`config.mk`:
```
export PLATFORM = sky130hd
export DESIGN_NAME = reg_file
export DESIGN_NICKNAME = d
export VERILOG_FILES = /design/src/rtl/reg_file.sv
export SDC_FILE = /design/constraint.sdc
export NUM_CORES = 1
export LEC_CHECK = 0
export ABC_AREA = 0
export CAP_MARGIN = 20
export CORE_AREA = 8 8 307 383
export CTS_CLUSTER_DIAMETER = 80
export DETAILED_ROUTE_END_ITERATION = 8
export DIE_AREA = 0 0 315 391
export PLACE_DENSITY = 0.64
export SETUP_SLACK_MARGIN = 0.15
export SLEW_MARGIN = 20
export SYNTH_ARGS = -nofsm -noshare
export SYNTH_HDL_FRONTEND = slang
export SYNTH_SLANG_ARGS = --single-unit
```
`constraint.sdc`:
```
create_clock -name clk -period 2.5 [get_ports clk]
set_clock_uncertainty 0.1 [all_clocks]
set_input_delay 0.375 -clock clk [delete_from_list [all_inputs] [get_ports clk]]
set_output_delay 0.375 -clock clk [all_outputs]
set_load 0.005 [all_outputs]
```
`src/rtl/reg_file.sv`:
```
// Architectural register file: DATA_D x DATA_W words, one shared address,
// active-low synchronous write, combinational read, async active-low clear.
// Ports:
//   clk    - write clock (rising edge)
//   reset_ - async active-low reset, clears every word
//   addr   - word address shared by read and write
//   d_in   - write data
//   we_    - write enable, active low
//   d_out  - read data for ff[addr], 0 when addr is out of range
module reg_file #(
  parameter int unsigned ADDR_W = 5,
  parameter int unsigned DATA_W = 32,
  parameter int unsigned DATA_D = 32
) (
  input  logic              clk,
  input  logic              reset_,
  input  logic [ADDR_W-1:0] addr,
  input  logic [DATA_W-1:0] d_in,
  input  logic              we_,
  output logic [DATA_W-1:0] d_out
);

  logic [DATA_W-1:0] ff_q [DATA_D];
  logic [DATA_W-1:0] ff_d [DATA_D];

  logic in_range;
  logic wr_en;

  // Addresses past the last word neither write nor read back data.
  assign in_range = (32'(addr) < DATA_D);
  assign wr_en    = !we_ && in_range;

  always_comb begin
    ff_d = ff_q;
    if (wr_en) begin
      ff_d[addr] = d_in;
    end
  end

  always_ff @(posedge clk or negedge reset_) begin
    if (!reset_) begin
      for (int i = 0; i < int'(DATA_D); i++) begin
        ff_q[i] <= '0;
      end
    end else begin
      ff_q <= ff_d;
    end
  end

  // No write-through: d_out shows stored content only.
  always_comb begin
    d_out = '0;
    if (in_range) begin
      d_out = ff_q[addr];
    end
  end

endmodule

```
* Yosys cells after proc, flatten, opt, wreduce, memory -nomap -nowiden
Index checks and enable logic that the tools add are counted.
W data, S select, Z words.
** Word-level totals
- Word-level logic and storage cells :: 42
- Flip-flop bits (word level) :: 1024
- Output and inout port bits :: 32
- Input bits :: 40
** Operators by class
- Bitwise logic cells :: 1
- Reductions and logical operators :: 1
- Multiplexer cells :: 6
- Order comparisons :: 2
** Operators by type and width (count)
- $bwmux W1024 :: 1
- $bmux W32 S5 :: 1
- $demux W32 S5 :: 1
- $mux W32 :: 3
- $ge A6 B6 Y1 const B :: 1
- $lt A6 B1 Y1 const B :: 1
- $not A5 Y6 :: 1
- $logic_and A1 B1 Y1 :: 1

* Logic depth before layout (Yosys ltp)
Gate-level depths: netlist of run 1.
- Word-level depth :: 6
- Gate-level depth with buffers :: 8
- Mapped depth without buffers :: 4

* Worst setup path after synthesis of run 1
Ideal clock, no wire load.
- Path type :: input to output
- Start :: in addr[1]
- End :: out d_out[8]
- Buffers on the path :: 3
- Path slack :: 0.254 ns
- Stages :: 7
- Arrival time :: 1.771 ns
- Cell sequence :: buf_2 > buf_4 > clkbuf_1 > mux2i_1 > o22ai_1 > nor4_1 > nand2_1
** On the way
- Longest elaborated chain between the ends :: 4
** RTL lines
- from (decl) :: RTL line 17 : input logic [ADDR_W-1:0] addr,
- $not A5 Y6 (implied by the code) :: RTL line 54 : d_out = ff_q[addr];
- $bmux W32 S5 :: RTL line 54
- $mux W32 (implied by the code) (2 in series) :: RTL line 54
- to (decl) :: RTL line 20 : output logic [DATA_W-1:0] d_out
No other way between the ends. The select of a mux whose other input is x is not followed.

* Worst setup path in the final report of run 1
- Start :: reg ff_q[642] (netlist name)
- End :: out d_out[2]
** On the way
- Longest elaborated chain between the ends :: 3
** RTL lines
- from (decl) :: RTL line 23 : logic [DATA_W-1:0] ff_q [DATA_D];
- from (signal, indexed assignment) :: RTL line 43 : ff_q[i] <= '0;
- from (signal assigned) :: RTL line 46 : ff_q <= ff_d;
- $bmux W32 S5 :: RTL line 54
- $mux W32 (implied by the code) (2 in series) :: RTL line 54
No other way between the ends. The select of a mux whose other input is x is not followed.

==> results of run 1 <==
[placed cells by master (no fill, tap or decap), types with 18 or more instances in the layout]
master / synthesis / layout
dfrtp_1: 1024 / 1024
mux2_2: 938 / 938
mux2i_1: 512 / 408
buf_4: 40 / 215
o22ai_1: 256 / 159
buf_12: 0 / 142
clkbuf_16: 0 / 113
mux2i_2: 0 / 86
mux2_1: 86 / 86
o22ai_4: 0 / 56
buf_6: 9 / 49
o22ai_2: 0 / 41
clkdlybuf4s50_1: 0 / 33
nor4_4: 0 / 31
clkbuf_8: 0 / 27
clkbuf_1: 124 / 27
nand2_2: 0 / 24
buf_2: 144 / 23
nand2_1: 46 / 22
mux2i_4: 0 / 18
clkinv_2: 0 / 18
[critical path, cell delays in order (launching register included)]
cell	delay [ns]
dfrtp_1	0.38
mux2i_1	0.19
o22ai_2	0.12
nor4_2	0.43
nand2_1	0.23
buf_6	0.17
buf_6	0.11
[timing repair]
action	CTS	global route
hold buffers	1	0
pin swaps	106	71
resized for setup	525	109
endpoints found under the setup margin	32	32
hold endpoints to repair	441	0
gates cloned	14	3
setup buffers	75	22
[worst max-delay path by stage]
stage	start	end	slack, ns	cells past startpoint
after global routing	ff_q[34]$_DFFE_PN0P_	d_out[2]	-0.38	6
after detailed placement	addr[3]	d_out[3]	-1.45	10
after global placement	addr[3]	d_out[3]	-1.48	10
after CTS	ff_q[2]$_DFFE_PN0P_	d_out[2]	-0.32	6
after floorplan	addr[1]	d_out[8]	0.25	7
final	ff_q[642]$_DFFE_PN0P_	d_out[2]	-0.30	6
[power by group]
group          total (W)  leakage (nW)  internal [W]  switching (W)
registers         0.0215          13.1        0.0198        0.00172
logic            0.00796          11.9       0.00447        0.00349
clock network     0.0164          1.80       0.00962        0.00673
total             0.0459          26.8        0.0339         0.0119
[cell families (layout without fill, tap and decap cells)]
group           Yosys count  in the layout
compound gates          256            256
buf+inv                 318            698
flops                  1024           1024
mux                    1536           1536
other cells               0              1
simple gates            161            161
[per-stage QoR]
stage	worst slack, ns	hold slack, ns	setup TNS, ns	instance area (µm²)	power (W)
final	-0.296	0.113	-5.15	59100	0.0459
after global routing	-0.381	0.125	-6.38	59100	0.0479
after CTS	-0.321	0.0925	-4.74	58300	0.0459
after detailed placement	-1.45	0.224	-341.73	51600	0.0287
after global placement	-1.48	0.227	-343.28	51600	0.0284
after floorplan	0.254	-0.0206	0	46500	0.0259
[metal layers]
metal	wire (µm)	share of wire (%)	track usage, %
met5	0	0	0
met4	3980	3.0	6.94
met3	5460	4.1	2.76
met2	67500	50	37.4
met1	57200	43	28.2
[area by class of cell]
type / count / area [µm²] / share of cell area [%]
diodes: 1 / 2.50 / 0.00423
clock inverters: 34 / 424 / 0.717
repair buffers: 500 / 6340 / 10.7
well taps: 1459 / 1830 / 3.09
clock buffers: 164 / 3230 / 5.46
multi-input cells: 1953 / 21700 / 36.7
flip-flops and latches: 1024 / 25600 / 43.3
==> results.yml, run 1 <==
clock_tree:
  numCtsBuffers: 110
  h-tree-depth: 3
  path_clk_slew_ns: 0.06
  cts.sinks: 1024
  clock_path_buffers: 3
  clock_latency_ns: 0.69
  cts_root_buffer: "clkbuf_16"
  tritoncts: "done"
sta:
  finalCritPeriodShare_pct: 112
  worst_pin_slew_ns: 0.820
  layout_min_cycle_time_ns: 2.80
  clock.fmax_mhz: 358
  rsz0062_at_grt: "yes"
  max_slew_margin_pct: 44.9
  finalMaxSlewViolations: 0
  final.setup.worst_slack_ns: -0.296
  setup_viol_count_final: 32
  hold_viol: 0
critical_path:
  regToRegStartpoint: "ff_q[476]$_DFFE_PN0P_"
  crit_type: "reg -> out"
  cp.required_ns: 2.03
  cp-start-kind: "flop"
  arrival_ns: 2.32
  r2r_cells: 1
  r2r_slack_ns: 1.58
  path_max_fanout: 2
  r2r_end: "ff_q[476]$_DFFE_PN0P_"
  cp-end-kind: "output port"
synthesis:
  synth.distinct_cells: 31
  synth_nets: 3335
  ys.flop_type: "dfrtp_1"
  synthTopCellsByArea: "dfrtp_1 55%, mux2_2 23%, mux2i_1 11%"
  synth-edff-count: 0
  ys_seq_elements: 1024
  synth_most_common_cell: "dfrtp_1"
  synth_warnings: 0
  synth_top_family_by_area: "multiplexers"
  synth_fa_ha_area_share_pct: 0
  yosys.area_share.xor_xnor_pct: 0
  yosys.area.top_type: "dfrtp_1"
  synth_compound_area_share_pct: 3.44
  synth_commonest_cells: "1024 x dfrtp_1, 938 x mux2_2, 512 x mux2i_1"
  synthesis.area_um2: 46500
  synthCells: 3295
  netlist.area_leader.share_pct: 55.1
  synthArstFlopShare_pct: 100
  synthMuxAreaShare_pct: 35.8
  ys_seq_area_share_pct: 55.1
  synth-simple-area-share_pct: 2.19
  synth.avg_cell_area_um2: 14.1
cells_and_area:
  fill_cells: 9048
  post-route-util_pct: 53.1
  area_growth_pct: 27.2
  fin_nets: 3629
  fin_cells: 5135
  top_register: "ff_q"
  top_regs: "ff_q: 1024 flops"
  drive_gt1_share_pct: 51.3
  largest_reg_flops: 1024
floorplanning:
  die_height_um: 391
  row_count: 137
  start_util_pct: 41.8
  core_um2: 111000
  die_w_um: 315
  io_pins: 72
  dieArea_um2: 123000
detailed_routing:
  viasPerCell: 5.71
  drt_iter0_drc: 1734
  avgRoutedWirePerCell_um: 26.1
  first_pass_iters: 7
  vias: 29300
  ant_nets: 0
  routed_wl_mm: 134
  drc_errors: 0
grt:
  grt_util_all_layers_pct: 21.6
  antenna_found_initial: 1
  grt_max_degree: 116
  overflow: 0
  grt_first_pass_wirelength_mm: 204
  first_global_vias: 31000
flow_run:
  max-cap-violations: 0
outcome:
  outcome: "complete, but fails checks"
  violations: "negative setup slack"
hold_path:
  hold_path_class: "in -> async"
placement:
  place.gp.congestion: 0.797
  dp_hpwl_mm: 81.2
  dp_cells: 4821
  port_buffers: 71
pwr:
  cellLeakagePower_nw: 26.8
  power.density_nw_per_um2: 775
  peakVddDrop_v: 0.000661
(Power assumes the default switching activity.)
==> run 2, diff against run 1 <==
CTS_CLUSTER_SIZE = 10   (was not set)
SLEW_MARGIN = 0   (was 20)
clock period = 3.1 ns   (was 2.5 ns; I/O delays follow)
==> run 2 against run 1 <==
The flow now finishes without violations; core utilization fell by 3.1 points; critical endpoint is now d_out[4]; sequential cell count did not move; die area did not move; cell area shrank 5.9%; sequential power down 20%; final cell count shrank 3.2%; non-clock buffer count decreased by 88.
==> results.yml, run 2 (synthesis gave the netlist of run 1 again) <==
cells_and_area:
  post-route-util_pct: 50.0
  final_cell_mix: "1024 x dfrtp_1, 938 x mux2_2, 501 x mux2i_1"
  top_register: "ff_q"
  layout_commonest_cell: "dfrtp_1"
  top_regs: "ff_q: 1024 flops"
  area_growth_pct: 19.7
  fin_nets: 3544
  largest_reg_flops: 1024
  drive_gt1_share_pct: 45.2
placement:
  place.gp.congestion: 0.778
  port_buffers: 71
  dp_hpwl_mm: 78.5
critical_path:
  cp-start-kind: "input pin"
  cp_slowest_cell: "or4_4"
  crit_chain: "buf_4, buf_6, or4_4, bufbuf_16, o22ai_2, nor4_2, buf_4, nand2_1, clkdlybuf4s15_2"
  path_max_fanout: 6
  startpoint: "addr[3]"
  arrival_ns: 2.38
  cp-end-kind: "output port"
  regToRegStartpoint: "ff_q[546]$_DFFE_PN0P_"
  crit_type: "in -> out"
  cp.required_ns: 2.53
  critical_path.most_common_cell: "buf_4"
  worst_path_largest_cell_delay_ns: 0.59
grt:
  grt_use_met1_pct: 27.3
  first_global_vias: 30200
  grt_first_pass_wirelength_mm: 197
  grt_util_all_layers_pct: 20.9
  antenna_found_initial: 4
  grt_util_met2_pct: 36.1
  gr-usage-met3_pct: 3.14
  grt_max_degree: 143
  overflow: 0
  grt_busiest_layer: "met2"
clock_tree:
  path_clk_slew_ns: 0.05
  tritoncts: "done"
  cts_root_buffer: "clkbuf_16"
  clock_latency_ns: 0.67
  h-tree-depth: 3
  numCtsBuffers: 112
  cts.sinks: 1024
  clock_path_buffers: 3
sta:
  setup_viol_count_final: 0
  worst_pin_slew_ns: 0.873
  finalCritPeriodShare_pct: 95.1
  max_slew_margin_pct: 41.3
  fin_setup_tns_ns: 0
  finalMaxSlewViolations: 0
  hold_viol: 0
  layout_min_cycle_time_ns: 2.95
  rsz0062_at_grt: "yes"
  clock.fmax_mhz: 339
floorplanning:
  die_height_um: 391
  die_w_um: 315
  io_pins: 72
  core_um2: 111000
  dieArea_um2: 123000
  row_count: 137
  start_util_pct: 41.8
detailed_routing:
  first_pass_iters: 5
  vias: 28400
  ant_nets: 0
  drt_iter0_drc: 1898
  avgRoutedWirePerCell_um: 26.0
  viasPerCell: 5.72
  drc_errors: 0
  routed_wl_mm: 129
outcome:
  outcome: "complete, no violations"
flow_run:
  max-cap-violations: 0
pwr:
  power.density_nw_per_um2: 619
  cellLeakagePower_nw: 25.8
  peakVddDrop_v: 0.000449
hold_path:
  hold_path_class: "in -> async"
## run 2: changes by cell type in the layout (fill, tap and decap cells not counted), moves of 13 or more
cell,before,now
mux2i_1,408,501
mux2i_2,86,11
o22ai_4,56,11
o22ai_1,159,200
buf_6,49,11
clkbuf_1,27,0
clkbuf_8,27,0
nor4_4,31,8
buf_12,142,122
buf_4,215,196
mux2i_4,18,0
clkinv_2,18,2
nor4_1,16,29
## run 2: power by group
part           switching, W  internal, W  leakage [nW]  total [W]
clock network       0.00497      0.00646          1.44     0.0114
registers           0.00125       0.0160          13.1     0.0172
logic               0.00251      0.00324          11.2    0.00575
## run 2: path summary, 6_finish.rpt
kind	to	slack, ns	cells past startpoint
worst min-delay path	ff_q[15]$_DFFE_PN0P_	0.19	2
worst min register to register	ff_q[636]$_DFFE_PN0P_	0.38	1
worst max register to register	ff_q[546]$_DFFE_PN0P_	2.20	1
min in group clk	ff_q[636]$_DFFE_PN0P_	0.38	1
worst max-delay path	d_out[4]	0.15	9
max in group asynchronous	ff_q[637]$_DFFE_PN0P_	1.60	3
## run 2: stage by stage
| step | hold WS, ns | instances | area (µm²) | setup slack, ns | total power [W] |
|---|---|---|---|---|---|
| after floorplan | 0.0694 | 3295 | 46500 | 0.674 | 0.0209 |
| after global placement | 0.284 | 4797 | 51100 | -1.02 | 0.0228 |
| after detailed placement | 0.286 | 4797 | 51100 | -1.01 | 0.0230 |
| after CTS | 0.160 | 4964 | 55500 | 0.117 | 0.0348 |
| after global routing | 0.187 | 4968 | 55600 | 0.131 | 0.0361 |
| final | 0.193 | 4969 | 55600 | 0.151 | 0.0344 |
## run 2: layout make-up
cell class	count	area, µm²
Antenna cell	1	2.50
Clock buffer	115	2880
Clock inverter	4	38.8
Fill cell	9549	55600
Multi-Input combinational cell	1954	20300
Sequential cell	1024	25600
Tap cell	1459	1830
Timing Repair Buffer	412	4970
## run 2: worst max-delay path, delay by kind of cell
family	cells	cell delay, ns
AOI/OAI and AO/OA	1	0.19
and+or+nand+nor	3	0.77
buffers and inverters	5	0.95
## run 2: timing repair
item                       CTS  global route
setup endpoints to repair   32            18
hold buffers                 1             0
pin swaps                   30            14
hold endpoints to repair   173             0
cloned                      12             0
gates resized for setup    261            30
buffers inserted            35             2
## run 2: routing by layer
metal / share of wire [%] / wire length [µm]
met5: 0.010 / 13
met4: 2.9 / 3710
met3: 4.4 / 5710
met2: 50 / 64400
met1: 43 / 55200
==> run 3, diff against run 2 <==
GPL_TIMING_DRIVEN = 0   (was not set)
MAX_ROUTING_LAYER = met4   (was not set)
==> run 3 against run 2 <==
The flow now finishes with violations (negative hold slack); final cell count rose by 1.8%; die area unchanged; sequential share of layout area down 0.75 points; largest power group unchanged; register-to-register slack got worse by 0.04 ns; core utilization rose by 0.83 points; highest routed layer is now met4; global-route usage grew 5.6 points; via count up 6.3%; critical path depth up 1; critical endpoint is now d_out[13]; cell area rose by 1.7%; non-clock buffer count grew 87.
==> results.yml, run 3 (synthesis gave the netlist of run 1 again) <==
pwr:
  p_clk_share_pct: 33.0
  peakVddDrop_v: 0.000457
  swShare_pct: 27.4
  p_comb_share_pct: 18.2
  finalPower_w: 0.0357
  p_seq_share_pct: 48.7
  power.density_nw_per_um2: 631
  cellLeakagePower_nw: 25.7
  p_sw_w: 0.00978
  power.internal_w: 0.0259
critical_path:
  critical_path.most_common_cell: "buf_8"
  critPathBufInv: 6
  worst_path_largest_cell_delay_ns: 0.57
  cp_slowest_cell: "or4b_4"
  cp-end-kind: "output port"
  path_max_fanout: 6
  r2r_slack_ns: 2.16
  path_depth: 10
  crit_type: "in -> out"
  crit_chain: "buf_8, buf_8, or4b_4, clkbuf_16, buf_16, buf_12, o22ai_4, nor4_4, nand2_2, buf_2"
  r2r_end: "ff_q[119]$_DFFE_PN0P_"
  cp-start-kind: "input pin"
  endpoint: "d_out[13]"
  cp.required_ns: 2.53
  regToRegStartpoint: "ff_q[119]$_DFFE_PN0P_"
  startpoint: "addr[0]"
  r2r_cells: 1
  arrival_ns: 2.44
  cpLargestDelayFamily: "simple AND/OR/NAND/NOR gates"
cells_and_area:
  top_regs: "ff_q: 1024 flops"
  fill_cells: 9377
  fin_area_um2: 56600
  drive_gt1_share_pct: 46.5
  top_register: "ff_q"
  fin_cells: 5058
  final_cell_mix: "1024 x dfrtp_1, 938 x mux2_2, 434 x mux2i_1"
  multiInputGateArea_um2: 21200
  largest_reg_flops: 1024
  layout_commonest_cell: "dfrtp_1"
  fin_nets: 3630
  area_growth_pct: 21.6
  regArea_um2: 25600
clock_tree:
  ctsHoldBuffers: 3
  numCtsBuffers: 112
  clock_latency_ns: 0.73
  clock_path_buffers: 3
  path_clk_slew_ns: 0.05
  h-tree-depth: 3
  cts.sinks: 1024
  tritoncts: "done"
  cts_root_buffer: "clkbuf_16"
floorplanning:
  core_um2: 111000
  start_util_pct: 41.8
  die_height_um: 391
  io_pins: 72
  die_w_um: 315
  dieArea_um2: 123000
  row_count: 137
placement:
  dp_hpwl_mm: 112
  dp_cells: 4836
  place_area_um2: 49300
  place.gp.congestion: 0.911
  port_buffers: 70
outcome:
  violations: "negative hold slack"
  outcome: "complete, but fails checks"
sta:
  finalCritPeriodShare_pct: 96.9
  max_slew_margin_pct: 41.6
  rsz0062_at_grt: "yes"
  finalMaxSlewViolations: 0
  clock.fmax_mhz: 333
  hold_slack_ns: -0.326
  hold_viol: 248
  fin_setup_tns_ns: 0
  worst_pin_slew_ns: 0.876
  layout_min_cycle_time_ns: 3.00
  setup_viol_count_final: 0
detailed_routing:
  routed_wl_mm: 160
  vias: 30200
  drt_iter0_drc: 2533
  viasPerCell: 5.97
  avgRoutedWirePerCell_um: 31.6
  ant_nets: 0
  drc_errors: 0
  first_pass_iters: 7
hold_path:
  hold_path_class: "in -> async"
grt:
  grt_first_pass_wirelength_mm: 229
  grt_util_all_layers_pct: 26.5
  grt_max_degree: 154
  first_global_vias: 31400
  antenna_found_initial: 6
  overflow: 0
flow_run:
  max-cap-violations: 0
run 3: cell count changes in the layout (fill, tap and decap cells not counted), moves of 14 or more:
cell | before | now
clkbuf_1 | 0 | 96
o22ai_1 | 200 | 166
buf_2 | 22 | 75
mux2i_1 | 501 | 434
o22ai_4 | 11 | 33
mux2i_4 | 0 | 32
buf_8 | 4 | 29
mux2i_2 | 11 | 46
buf_16 | 9 | 28
buf_4 | 196 | 109
buf_6 | 11 | 40
buf_12 | 122 | 49
nor4_4 | 8 | 22
run 3: cell type report:
type                    instances  area share (%)
diodes                          2         0.00885
plain buffers                 318            5.22
clock buffers                 113            4.98
clock inverters                 8           0.281
multi-input cells            1953            37.4
flip-flops and latches       1024            45.3
well taps                    1459            3.23
repair buffers                181            3.54
run 3: what timing repair did:
action / 4_1_cts / 5_1_grt
endpoints found under the hold margin: 81 / 248
pin swaps: 71 / 29
setup buffers: 64 / 25
setup endpoints to repair: 32 / 29
cloned: 7 / 0
resized for setup: 738 / 104
run 3: power groups by stage:
stage	clock [W]	combinational (W)	sequential, W
after floorplan	0	0.00384	0.0171
after global placement	0	0.00545	0.0175
after detailed placement	0	0.00570	0.0175
after CTS	0.0119	0.00638	0.0173
after global routing	0.0125	0.00692	0.0177
final	0.0118	0.00650	0.0174
run 3: per-layer routing:
layer,vias up,track usage [%],part of all wire [%]
li1,12700,-,-
met1,16000,32.2,40
met2,1140,41.3,46
met3,401,4.66,6.5
met4,0,16.0,7.3
met5,-,-,0
run 3: worst min-delay path by stage:
stage,start,end,slack [ns],cells past startpoint
2_1_floorplan,reset_,ff_q[0]$_DFFE_PN0P_,0.07,0
3_3_place_gp,ff_q[611]$_DFFE_PN0P_,ff_q[611]$_DFFE_PN0P_,0.37,1
3_5_place_dp,reset_,ff_q[395]$_DFFE_PN0P_,0.33,1
4_1_cts,reset_,ff_q[558]$_DFFE_PN0P_,-0.29,2
5_1_grt,reset_,ff_q[558]$_DFFE_PN0P_,-0.25,2
6_report,reset_,ff_q[558]$_DFFE_PN0P_,-0.33,2
run 3: through the flow:
| step | hold WS (ns) | util (%) | setup WS, ns |
|---|---|---|---|
| final | -0.326 | 50.8 | 0.0974 |
| after global routing | -0.252 | 50.8 | 0.104 |
| after CTS | -0.293 | 50.3 | 0.0900 |
| after detailed placement | 0.333 | 44.3 | -2.11 |
| after global placement | 0.366 | 44.1 | -45.64 |
| after floorplan | 0.0694 | - | 0.674 |
